File: src/rtl/multi_tick_gen.sv
// N_CH independent programmable tick/square generators sharing one clock.
// Optional global phase-align input `sync` is built when MULTI_TICK_GEN_SYNC_EN is defined.
module multi_tick_gen #(
   parameter int unsigned N_CH        = 2,
   parameter int unsigned DIV_W       = 25,
   parameter int unsigned DEFAULT_DIV = 19999999
) (
   input  logic                    clk,
   input  logic                    rst_n,
`ifdef MULTI_TICK_GEN_SYNC_EN
   input  logic                    sync,
`endif
   input  logic [N_CH-1:0]         en,
   input  logic [N_CH-1:0]         load,
   input  logic [N_CH*DIV_W-1:0]   div_in,
   output logic [N_CH-1:0]         tick,
   output logic [N_CH-1:0]         sq,
   output logic [N_CH*DIV_W-1:0]   div_q
);

   localparam logic [DIV_W-1:0] DivRst = DIV_W'(DEFAULT_DIV);

   logic [DIV_W-1:0] r_cnt   [N_CH];
   logic [DIV_W-1:0] w_cnt_d [N_CH];
   logic [DIV_W-1:0] r_div   [N_CH];
   logic [DIV_W-1:0] w_div_d [N_CH];
   logic [N_CH-1:0]  r_tick;
   logic [N_CH-1:0]  w_tick_d;
   logic [N_CH-1:0]  r_sq;
   logic [N_CH-1:0]  w_sq_d;
   logic             w_sync;

`ifdef MULTI_TICK_GEN_SYNC_EN
   assign w_sync = sync;
`else
   assign w_sync = 1'b0;
`endif

   // Priority per channel: load, then sync, then enable, then terminal count.
   always_comb begin
      for (int k = 0; k < int'(N_CH); k++) begin
         w_cnt_d[k]  = r_cnt[k];
         w_div_d[k]  = r_div[k];
         w_tick_d[k] = 1'b0;
         w_sq_d[k]   = r_sq[k];
         if (load[k]) begin
            w_div_d[k] = div_in[k*DIV_W +: DIV_W];
            w_cnt_d[k] = '0;
            if (w_sync) begin
               w_sq_d[k] = 1'b0;
            end
         end else if (w_sync) begin
            w_cnt_d[k] = '0;
            w_sq_d[k]  = 1'b0;
         end else if (en[k]) begin
            if (r_cnt[k] == r_div[k]) begin
               w_cnt_d[k]  = '0;
               w_tick_d[k] = 1'b1;
               w_sq_d[k]   = ~r_sq[k];
            end else begin
               w_cnt_d[k] = r_cnt[k] + DIV_W'(1);
            end
         end
      end
   end

   always_ff @(posedge clk or negedge rst_n) begin
      if (!rst_n) begin
         for (int k = 0; k < int'(N_CH); k++) begin
            r_cnt[k] <= '0;
            r_div[k] <= DivRst;
         end
         r_tick <= '0;
         r_sq   <= '0;
      end else begin
         for (int k = 0; k < int'(N_CH); k++) begin
            r_cnt[k] <= w_cnt_d[k];
            r_div[k] <= w_div_d[k];
         end
         r_tick <= w_tick_d;
         r_sq   <= w_sq_d;
      end
   end

   assign tick = r_tick;
   assign sq   = r_sq;

   for (genvar g = 0; g < int'(N_CH); g++) begin : g_divq
      assign div_q[g*DIV_W +: DIV_W] = r_div[g];
   end

endmodule

File: config.mk
export PLATFORM = sky130hd
export DESIGN_NAME = multi_tick_gen
export DESIGN_NICKNAME = d
export VERILOG_FILES = /design/src/rtl/multi_tick_gen.sv
export SDC_FILE = /design/constraint.sdc
export NUM_CORES = 1
export LEC_CHECK = 0
export CORE_ASPECT_RATIO = 1.4
export CORE_MARGIN = 5
export CORE_UTILIZATION = 52
export CTS_CLUSTER_SIZE = 14
export DETAILED_ROUTE_END_ITERATION = 8
export PLACE_DENSITY = 0.92
export SLEW_MARGIN = 20
export SYNTH_ARGS = -nofsm -noshare
export SYNTH_HDL_FRONTEND = slang
export SYNTH_SLANG_ARGS = --single-unit
export TNS_END_PERCENT = 1
File: constraint.sdc
create_clock -name clk -period 2.6 [get_ports clk]
set_input_delay 0.39 -clock clk [delete_from_list [all_inputs] [get_ports clk]]
set_output_delay 0.39 -clock clk [all_outputs]
set_load 0.01 [all_outputs]
==> impl_metrics.json, run 1 <==
{
  "setup_total_negative_slack_ns": 0,
  "antenna_violating_nets_post_route": 0,
  "period_needed_ns": 2.42,
  "die_span_y_um": 130,
  "total_leakage_power_nw": 2.72,
  "slew_headroom_pct": 50.0,
  "clock_latency_ns": 0.35,
  "floorplan.rows": 43,
  "grt_antenna_before_repair": 0,
  "fin_worst_hold_slack_ns": 0.0495,
  "startpoint_type": "flop",
  "critical_path.cell_chain": "xnor2_1 -> nand4_1 -> nor4_4 -> a21o_1 -> buf_4 -> o21ai_0 -> a21o_1",
  "clk_root_buffer_cell": "sky130_fd_sc_hd__clkbuf_16",
  "vias": 4328,
  "regArea_um2": 2640,
  "clock_tree.htree_level_count": 3,
  "area.growth.synth_to_final_pct": 28.4,
  "max_cap_viol_count": 0,
  "drc": 0,
  "postRouteWirelength_mm": 13.4,
  "tightestPinTransition_ns": 0.744,
  "max_clock_freq_mhz": 412,
  "avgRoutedWirePerCell_um": 18.3,
  "clock_skew_ns": 0.0106,
  "synth-edff-count": 0,
  "synth_compound_gate_area_share_pct": 9.82,
  "hold_viol_final": 0,
  "clkSinkCount": 104,
  "finalMaxSlewViolations": 0,
  "crit_slowest_cell": "sky130_fd_sc_hd__nor4_4",
  "post_synth_instance_area_um2": 5350,
  "synthArstFlopShare_pct": 100,
  "dominantRegCellSynth": "sky130_fd_sc_hd__dfrtp_1",
  "synth_sequential_area_ratio_pct": 49.3,
  "multiInputGateArea_um2": 2540,
  "detail_route.first_pass.iterations": 7,
  "timing.critical_path.required_ns": 2.83,
  "fp.dieW_um": 95.7,
  "clkSlewWorstSetupHoldPaths_ns": 0.07,
  "fp.coreArea_um2": 10000,
  "drt-vias-per-instance": 5.88,
  "synth_top_family_by_area": "simple AND/OR/NAND/NOR gates",
  "floorplan.io_pins": 110,
  "vias_in_the_first_global_route": 4503,
  "cts_buffer_depth": 2,
  "postCtsSetupRepairBufs": 0,
  "tritoncts": "done",
  "drt-initial-drc-count": 230,
  "post_synth_fa_ha_maj_area_fraction_pct": 0.468,
  "synth_xor_xnor_area_share_pct": 8.68,
  "arrival_time_worst_endpoint_ns": 2.66,
  "grt_pass1_wl_mm": 21.8,
  "path_max_fanout": 18,
  "powerDensity_nw_per_um2": 555,
  "starting_density_pct": 53.5,
  "crit_path_end_kind": "flop",
  "critical_path.most_common_cell": "sky130_fd_sc_hd__a21o_1",
  "dp_hpwl_mm": 9.88,
  "number_of_cts_inserted_buffers": 9,
  "pin_count_of_the_biggest_net_entering_global_routing": 61,
  "synth_simple_gate_area_share_pct": 17.0,
  "postSynthNetCount": 551,
  "postSynthAreaPerCell_um2": 10.9,
  "synth_cells": 493,
  "globalRouteOverflowTotal": 0,
  "worstHoldPathType": "in2async",
  "place_congestion": 0.858,
  "rsz0062_at_grt": "no",
  "antenna-diode-count": 0,
  "criticalPathCategory": "reg2reg",
  "ys.warnings.count": 0,
  "port-buffer-count": 109,
  "peakVddDrop_uv": 398,
  "track_usage_pct": 22.4,
  "ys_seq_elements": 104,
  "nFillCells": 725,
  "slowest_delay_ns": 0.51,
  "dieArea_um2": 12400,
  "setup_violations": 0,
  "fin_nets": 654,
  "drive_gt1_share_pct": 19.8,
  "post_cts_resized": 0,
  "cts-hold-fix-buffers": 0,
  "fin_util_pct": 68.7,
  "min_period_over_period_pct": 93.3,
  "yosysUniqueCellTypes": 45,
  "result_of_the_run": "finished clean",
  "yosys-mux-area-fraction_pct": 11.3
}
[synthesized netlist by cell type, drive strengths merged, types with 4 or more instances]
cell | count | share of area, %
o311ai | 16 | 2.6
a21o | 9 | 1.3
mux2i | 4 | 0.75
inv | 9 | 0.63
mux2 | 50 | 11
nand3 | 44 | 4.2
dfrtp | 74 | 35
nand4 | 18 | 2.1
a22o | 5 | 0.82
o21ai | 12 | 1.1
or2 | 4 | 0.47
a31oi | 10 | 1.2
and4 | 5 | 0.82
clkbuf | 14 | 1.0
dfstp | 30 | 15
xnor2 | 50 | 8.2
and3 | 12 | 1.4
a21oi | 9 | 0.98
nand2 | 52 | 3.6
buf | 14 | 1.7
a221o | 4 | 0.75
nor2 | 15 | 1.1
nor3 | 8 | 1.1
[power breakdown]
part	internal, mW	switching [mW]
logic	0.356	0.244
clock network	0.801	0.582
registers	1.74	0.0930
[sequential cells by signal (all words and copies together), names as in the netlist]
| name | count |
|---|---|
| sq | 2 |
| div_q | 50 |
| r_cnt | 50 |
| tick | 2 |
[final cells by class]
| type | count | share of cell area, % |
|---|---|---|
| flip-flops and latches | 104 | 38.4 |
| multi-input cells | 352 | 36.9 |
| repair buffers | 120 | 17.2 |
| clock buffers | 12 | 3.73 |
| well taps | 135 | 2.46 |
| clock inverters | 4 | 0.747 |
| inverters | 9 | 0.492 |
[worst paths after layout]
check / startpoint / to / slack [ns] / cells after the start
max: r_cnt[19] / r_cnt[3] / 0.18 / 7
min: rst_n / r_cnt[4] / 0.05 / 1
max reg2reg: r_cnt[19] / r_cnt[3] / 0.18 / 7
min reg2reg: sq[0] / sq[0] / 0.47 / 1
max in group asynchronous: rst_n / div_q[2] / 1.79 / 2
min in group clk: sq[0] / sq[0] / 0.47 / 1
[critical path: cells and delay by family, from the launching register on]
kind	cells	cell delay (ns)
AOI/OAI and AO/OA	3	0.58
and+or+nand+nor	2	0.75
buffers and inverters	1	0.22
xor gates and xnor gates	1	0.35
DFF	1	0.42
[placed cells by master (no fill, tap or decap), types with 4 or more instances in the layout]
master	instances
sky130_fd_sc_hd__nand2_1	52
sky130_fd_sc_hd__dfstp_2	30
sky130_fd_sc_hd__a22o_1	5
sky130_fd_sc_hd__o311ai_0	11
sky130_fd_sc_hd__and3_1	12
sky130_fd_sc_hd__and4_1	5
sky130_fd_sc_hd__dfrtp_1	74
sky130_fd_sc_hd__nor3_1	5
sky130_fd_sc_hd__a21o_1	9
sky130_fd_sc_hd__nand4_1	18
sky130_fd_sc_hd__xnor2_1	50
sky130_fd_sc_hd__mux2_2	50
sky130_fd_sc_hd__nor2_1	15
sky130_fd_sc_hd__o311ai_1	5
sky130_fd_sc_hd__nand3_1	43
sky130_fd_sc_hd__inv_1	9
sky130_fd_sc_hd__clkbuf_16	9
sky130_fd_sc_hd__buf_4	11
sky130_fd_sc_hd__a21oi_1	7
sky130_fd_sc_hd__o21ai_0	12
sky130_fd_sc_hd__a221o_1	4
sky130_fd_sc_hd__a31oi_1	10
sky130_fd_sc_hd__clkdlybuf4s50_1	108
sky130_fd_sc_hd__mux2i_1	4
[metrics by stage]
step                cells  area (um2)  power (mW)  setup WS, ns
global placement      720        6560        2.45         0.233
detailed placement    720        6560        2.47         0.130
finish                736        6870        3.82         0.175
global route          736        6870        3.97        0.0722
floorplan             493        5350        2.11         0.683
CTS                   736        6860        3.85         0.161
[metal layers]
metal | part of all wire, % | vias up | GRT usage, %
met3 | 6.1 | 29 | 4.44
li1 | - | 1987 | -
met1 | 36 | 2135 | 24.2
met5 | 0 | - | 0
met2 | 56 | 177 | 42.7
met4 | 2.5 | 0 | 7.62
[logic make-up (layout without fill, tap and decap cells)]
logic type / count (synthesis) / after routing
buffers and inverters: 37 / 145
flip-flops: 104 / 104
adder cells (fa/ha/maj): 2 / 2
AO/OA/AOI/OAI: 73 / 73
XOR/XNOR: 53 / 53
AND/OR/NAND/NOR: 170 / 170
multiplexers: 54 / 54
(Power assumes the default switching activity.)
==> run 2: changes to the inputs <==
Clock period 2.6 ns to 2.4 ns, I/O delays scaled along.
==> run 2 against run 1 <==
  * Cell area up 0.67%
  * Die area did not move
  * Sequential power up 9%
  * Hold slack better by 0.42 ns
  * Via count fell by 0.12%
  * Non-clock buffer count is 5 higher
  * Sequential cell count unchanged
  * Register-to-register slack worse by 0.06 ns
  * Critical path type unchanged
  * Largest cell class unchanged
  * Highest routed layer unchanged
==> impl_metrics.json, run 2 (synthesis gave the netlist of run 1 again) <==
{
  "result_of_the_run": "finished clean",
  "dieArea_um2": 12400,
  "path_max_fanout": 9,
  "min_from": "sq[1]",
  "layout.cells.most_common_list": "sky130_fd_sc_hd__clkdlybuf4s50_1 (108), sky130_fd_sc_hd__dfrtp_1 (74), sky130_fd_sc_hd__nand2_1 (52)",
  "period_needed_ns": 2.28,
  "criticalPathCategory": "reg2reg",
  "max_clock_freq_mhz": 438,
  "area.growth.synth_to_final_pct": 29.3,
  "worst_path_dominant_cell_family": "simple AND/OR/NAND/NOR gates",
  "tightestPinTransition_ns": 0.818,
  "fp.coreArea_um2": 10000,
  "power.share.switching_pct": 24.3,
  "clkSlewWorstSetupHoldPaths_ns": 0.07,
  "fin_nets": 659,
  "number_of_cts_inserted_buffers": 9,
  "setup_violations": 0,
  "hold_depth": 1,
  "place_congestion": 0.905,
  "clock_skew_ns": 0.00946,
  "endpoint_of_the_worst_hold_timing_path": "sq[1]",
  "tritoncts": "done",
  "worst_reg2reg_setup_slack_ns": 0.12,
  "clkSinkCount": 104,
  "p_int_mw": 3.11,
  "seq_power_share_pct": 48.4,
  "clock_network_power_share_pct": 35.7,
  "vias": 4323,
  "drt-vias-per-instance": 5.83,
  "cts_buffer_depth": 2,
  "startpoint_type": "flop",
  "layout_commonest_cell": "sky130_fd_sc_hd__clkdlybuf4s50_1",
  "hold_viol_final": 0,
  "crit_slowest_cell": "sky130_fd_sc_hd__dfrtp_1",
  "postRouteWirelength_mm": 13.5,
  "pin_count_of_the_biggest_net_entering_global_routing": 50,
  "min_period_over_period_pct": 95.1,
  "avgRoutedWirePerCell_um": 18.2,
  "slew_headroom_pct": 45.4,
  "drc": 0,
  "floorplan.rows": 43,
  "clk_root_buffer_cell": "sky130_fd_sc_hd__clkbuf_16",
  "dp_hpwl_mm": 9.91,
  "vias_in_the_first_global_route": 4548,
  "starting_density_pct": 53.5,
  "worstHoldPathType": "reg2reg",
  "port-buffer-count": 109,
  "timing.critical_path.buf_inv": 1,
  "launch_point_of_the_worst_reg_to_reg_path": "r_cnt[25]",
  "floorplan.io_pins": 110,
  "slowest_delay_ns": 0.44,
  "timing.critical_path.required_ns": 2.59,
  "antenna_violating_nets_post_route": 0,
  "critical_path.reg2reg.endpoint": "r_cnt[40]",
  "max_cap_viol_count": 0,
  "crit_path_end_kind": "flop",
  "track_usage_pct": 22.9,
  "arrival_time_worst_endpoint_ns": 2.48,
  "detail_route.first_pass.iterations": 5,
  "pwr-share-comb_pct": 15.9,
  "globalRouteOverflowTotal": 0,
  "clock_latency_ns": 0.35,
  "setup_total_negative_slack_ns": 0,
  "finalMaxSlewViolations": 0,
  "grt_pass1_wl_mm": 22.1,
  "peakVddDrop_uv": 418,
  "drt-initial-drc-count": 174,
  "switchingPower_uw": 999,
  "fp.dieW_um": 95.7,
  "total_leakage_power_nw": 2.74,
  "powerDensity_nw_per_um2": 593,
  "total_power_mw": 4.11,
  "r2r_cells": 7,
  "die_span_y_um": 130,
  "grt_antenna_before_repair": 0,
  "clock_tree.htree_level_count": 3,
  "antenna-diode-count": 0,
  "drive_gt1_share_pct": 20.6,
  "critical_path.cell_chain": "xnor2_1 -> nand3_1 -> nor3_2 -> buf_4 -> nand2_1 -> nand2b_1 -> o311ai_1"
}
## run 2: cell count changes in the layout (fill, tap and decap cells not counted), sizes merged
cell / change
inv: -1
buf: +4
dlygate4sd3: +1
clkbuf: -1
clkinv: +2
## run 2: stage by stage
stage | hold slack (ns) | setup slack [ns] | std cells | utilization, % | cell area, um2
after global routing | 0.498 | -0.00388 | 741 | 69.1 | 6920
final | 0.472 | 0.117 | 741 | 69.1 | 6920
after detailed placement | 0.344 | -0.0936 | 724 | 65.8 | 6590
after CTS | 0.471 | 0.0699 | 741 | 69.1 | 6910
after global placement | 0.340 | 0.0766 | 724 | 65.8 | 6590
after floorplan | 0.0644 | 0.483 | 493 | - | 5350
## run 2: cell type report
class	count	area [um2]
fill	725	3090
sequential	104	2640
multi-input combinational	352	2550
clock buffer	11	243
timing repair buffer	125	1220
tap	135	169
inverter	9	33.8
clock inverter	5	56.3
## run 2: worst max-delay path by stage
stage,from,endpoint,slack [ns],cells after the start
finish,r_cnt[25],r_cnt[40],0.12,7
global route,r_cnt[25],r_cnt[31],-0.004,7
CTS,div_q[0],r_cnt[35],0.07,7
detailed placement,r_cnt[25],r_cnt[42],-0.09,6
global placement,div_q[36],r_cnt[10],0.08,7
floorplan,div_q[7],r_cnt[49],0.48,7
## run 2: power by group through the flow
stage                     Clock, mW  Sequential (mW)  Combinational [mW]
after floorplan                   0             2.04               0.249
after global placement            0             2.01               0.634
after detailed placement          0             2.02               0.654
after CTS                      1.50             1.99               0.661
after global routing           1.58             2.00               0.699
final                          1.47             1.99               0.654
## run 2: layer usage
metal / wire (um) / track usage, %
met5: 0 / 0
met4: 588 / 11.5
met3: 763 / 4.79
met2: 7340 / 41.3
met1: 4820 / 24.9
## run 2: timing repair
item	CTS	global route
endpoints found under the setup margin	13	13
hold endpoints to repair	23	0
cloned	0	0
buffers inserted	0	0
hold buffers	1	0
resized for setup	2	1
==> run 3: changes to the inputs <==
Settings changed: RECOVER_POWER from default to 50.
==> run 3 against run 2 <==
  * Core utilization shrank 0.23 points
  * Die area unchanged
  * First-iteration DRC count is 16% lower
  * Hold slack got worse by 0.00074 ns
  * Cell area down 0.33%
  * Register-to-register slack about the same
  * Critical path type unchanged
  * Critical path depth stayed put
  * Final cell count unchanged
  * Critical endpoint unchanged
  * Sequential cell count did not move
  * Largest power group unchanged
==> impl_metrics.json, run 3 (synthesis gave the netlist of run 1 again) <==
{
  "vias": 4366,
  "track_usage_pct": 22.9,
  "clk_root_buffer_cell": "sky130_fd_sc_hd__clkbuf_16",
  "avgRoutedWirePerCell_um": 18.2,
  "place_congestion": 0.905,
  "path_max_fanout": 9,
  "number_of_cts_inserted_buffers": 9,
  "port-buffer-count": 109,
  "floorplan.rows": 43,
  "finalMaxSlewViolations": 0,
  "place_worst_setup_slack_ns": -0.0936,
  "clkSinkCount": 104,
  "pin_count_of_the_biggest_net_entering_global_routing": 50,
  "fp.coreArea_um2": 10000,
  "powerDensity_nw_per_um2": 595,
  "grt_pass1_wl_mm": 22.1,
  "max_clock_freq_mhz": 436,
  "fin_nets": 659,
  "postRouteWirelength_mm": 13.5,
  "worstHoldPathType": "reg2reg",
  "total_power_mw": 4.10,
  "min_from": "sq[1]",
  "drive_gt1_share_pct": 20.6,
  "tightestPinTransition_ns": 0.860,
  "hold_viol_final": 0,
  "antenna-diode-count": 0,
  "fin_area_um2": 6900,
  "tritoncts": "done",
  "slew_headroom_pct": 42.7,
  "crit_start": "r_cnt[25]",
  "vias_in_the_first_global_route": 4548,
  "clock_skew_ns": 0.00885,
  "dieArea_um2": 12400,
  "arrival_time_worst_endpoint_ns": 2.49,
  "fp.dieW_um": 95.7,
  "layout_commonest_cell": "sky130_fd_sc_hd__clkdlybuf4s50_1",
  "timing.critical_path.required_ns": 2.59,
  "floorplan.io_pins": 110,
  "period_needed_ns": 2.29,
  "cts_buffer_depth": 2,
  "startpoint_type": "flop",
  "die_span_y_um": 130,
  "antenna_violating_nets_post_route": 0,
  "total_leakage_power_nw": 2.74,
  "drt-initial-drc-count": 146,
  "globalRouteOverflowTotal": 0,
  "max_cap_viol_count": 0,
  "criticalPathCategory": "reg2reg",
  "drc": 0,
  "clkSlewWorstSetupHoldPaths_ns": 0.07,
  "area.growth.synth_to_final_pct": 28.9,
  "peakVddDrop_uv": 417,
  "place_area_um2": 6590,
  "min_period_over_period_pct": 95.5,
  "launch_point_of_the_worst_reg_to_reg_path": "r_cnt[25]",
  "layout.cells.most_common_list": "sky130_fd_sc_hd__clkdlybuf4s50_1 (107), sky130_fd_sc_hd__dfrtp_1 (74), sky130_fd_sc_hd__nand2_1 (52)",
  "dp_hpwl_mm": 9.91,
  "drt-vias-per-instance": 5.89,
  "postLayoutSetupSlackWorst_ns": 0.109,
  "setup_violations": 0,
  "detail_route.first_pass.iterations": 5,
  "starting_density_pct": 53.5,
  "grt_antenna_before_repair": 0,
  "crit_path_end_kind": "flop",
  "clock_tree.htree_level_count": 3,
  "result_of_the_run": "finished clean",
  "clock_latency_ns": 0.35
}
[run 3: routing by layer]
layer	vias up	track usage (%)	routed length (um)
li1	2001	-	-
met1	2158	24.9	4790
met2	166	41.3	7340
met3	41	4.79	759
met4	0	11.5	589
met5	-	0	0
[run 3: path summary, 6_finish.rpt]
check	to	slack [ns]	cells after the start
setup / recovery	r_cnt[40]	0.11	7
hold / removal	sq[1]	0.47	1
setup reg to reg	r_cnt[40]	0.11	7
hold reg to reg	sq[1]	0.47	1
max in group asynchronous	tick[0]	0.49	3
min in group asynchronous	r_cnt[0]	0.67	2
[run 3: report_power, final]
part	switching [mW]	internal [mW]	total (mW)
clock	0.633	0.836	1.47
sequential	0.0997	1.89	1.99
combinational	0.266	0.381	0.648
total	0.999	3.10	4.10
[run 3: worst max-delay path, stage by stage, from the launching register on]
cell and delay (ns):
sky130_fd_sc_hd__dfrtp_1 0.44, sky130_fd_sc_hd__xnor2_1 0.36, sky130_fd_sc_hd__nand3_1 0.15, sky130_fd_sc_hd__nor3_2 0.41, sky130_fd_sc_hd__buf_4 0.20, sky130_fd_sc_hd__nand2_1 0.06
sky130_fd_sc_hd__nand2b_1 0.32, sky130_fd_sc_hd__o311ai_1 0.21
[run 3: through the flow]
stage / setup TNS, ns / util (%) / instances / hold WS (ns)
after floorplan: 0 / - / 493 / 0.0644
after global placement: 0 / 65.8 / 724 / 0.340
after detailed placement: -0.762 / 65.8 / 724 / 0.344
after CTS: 0 / 69.1 / 741 / 0.471
after global routing: -0.00599 / 68.9 / 741 / 0.498
final: 0 / 68.9 / 741 / 0.472
[run 3: repair_timing]
action,4_1_cts,5_1_grt
setup endpoints to repair,13,13
setup buffers,0,0
hold buffers,1,0
gates resized for setup,2,1
cloned,0,0
endpoints found under the hold margin,23,0
[run 3: area by class of cell]
cell class,instances,area (um2)
well taps,135,169
multi-input cells,352,2550
repair buffers,125,1200
inverters,9,33.8
clock inverters,5,56.3
flip-flops and latches,104,2640
fillers,729,3110
clock buffers,11,243
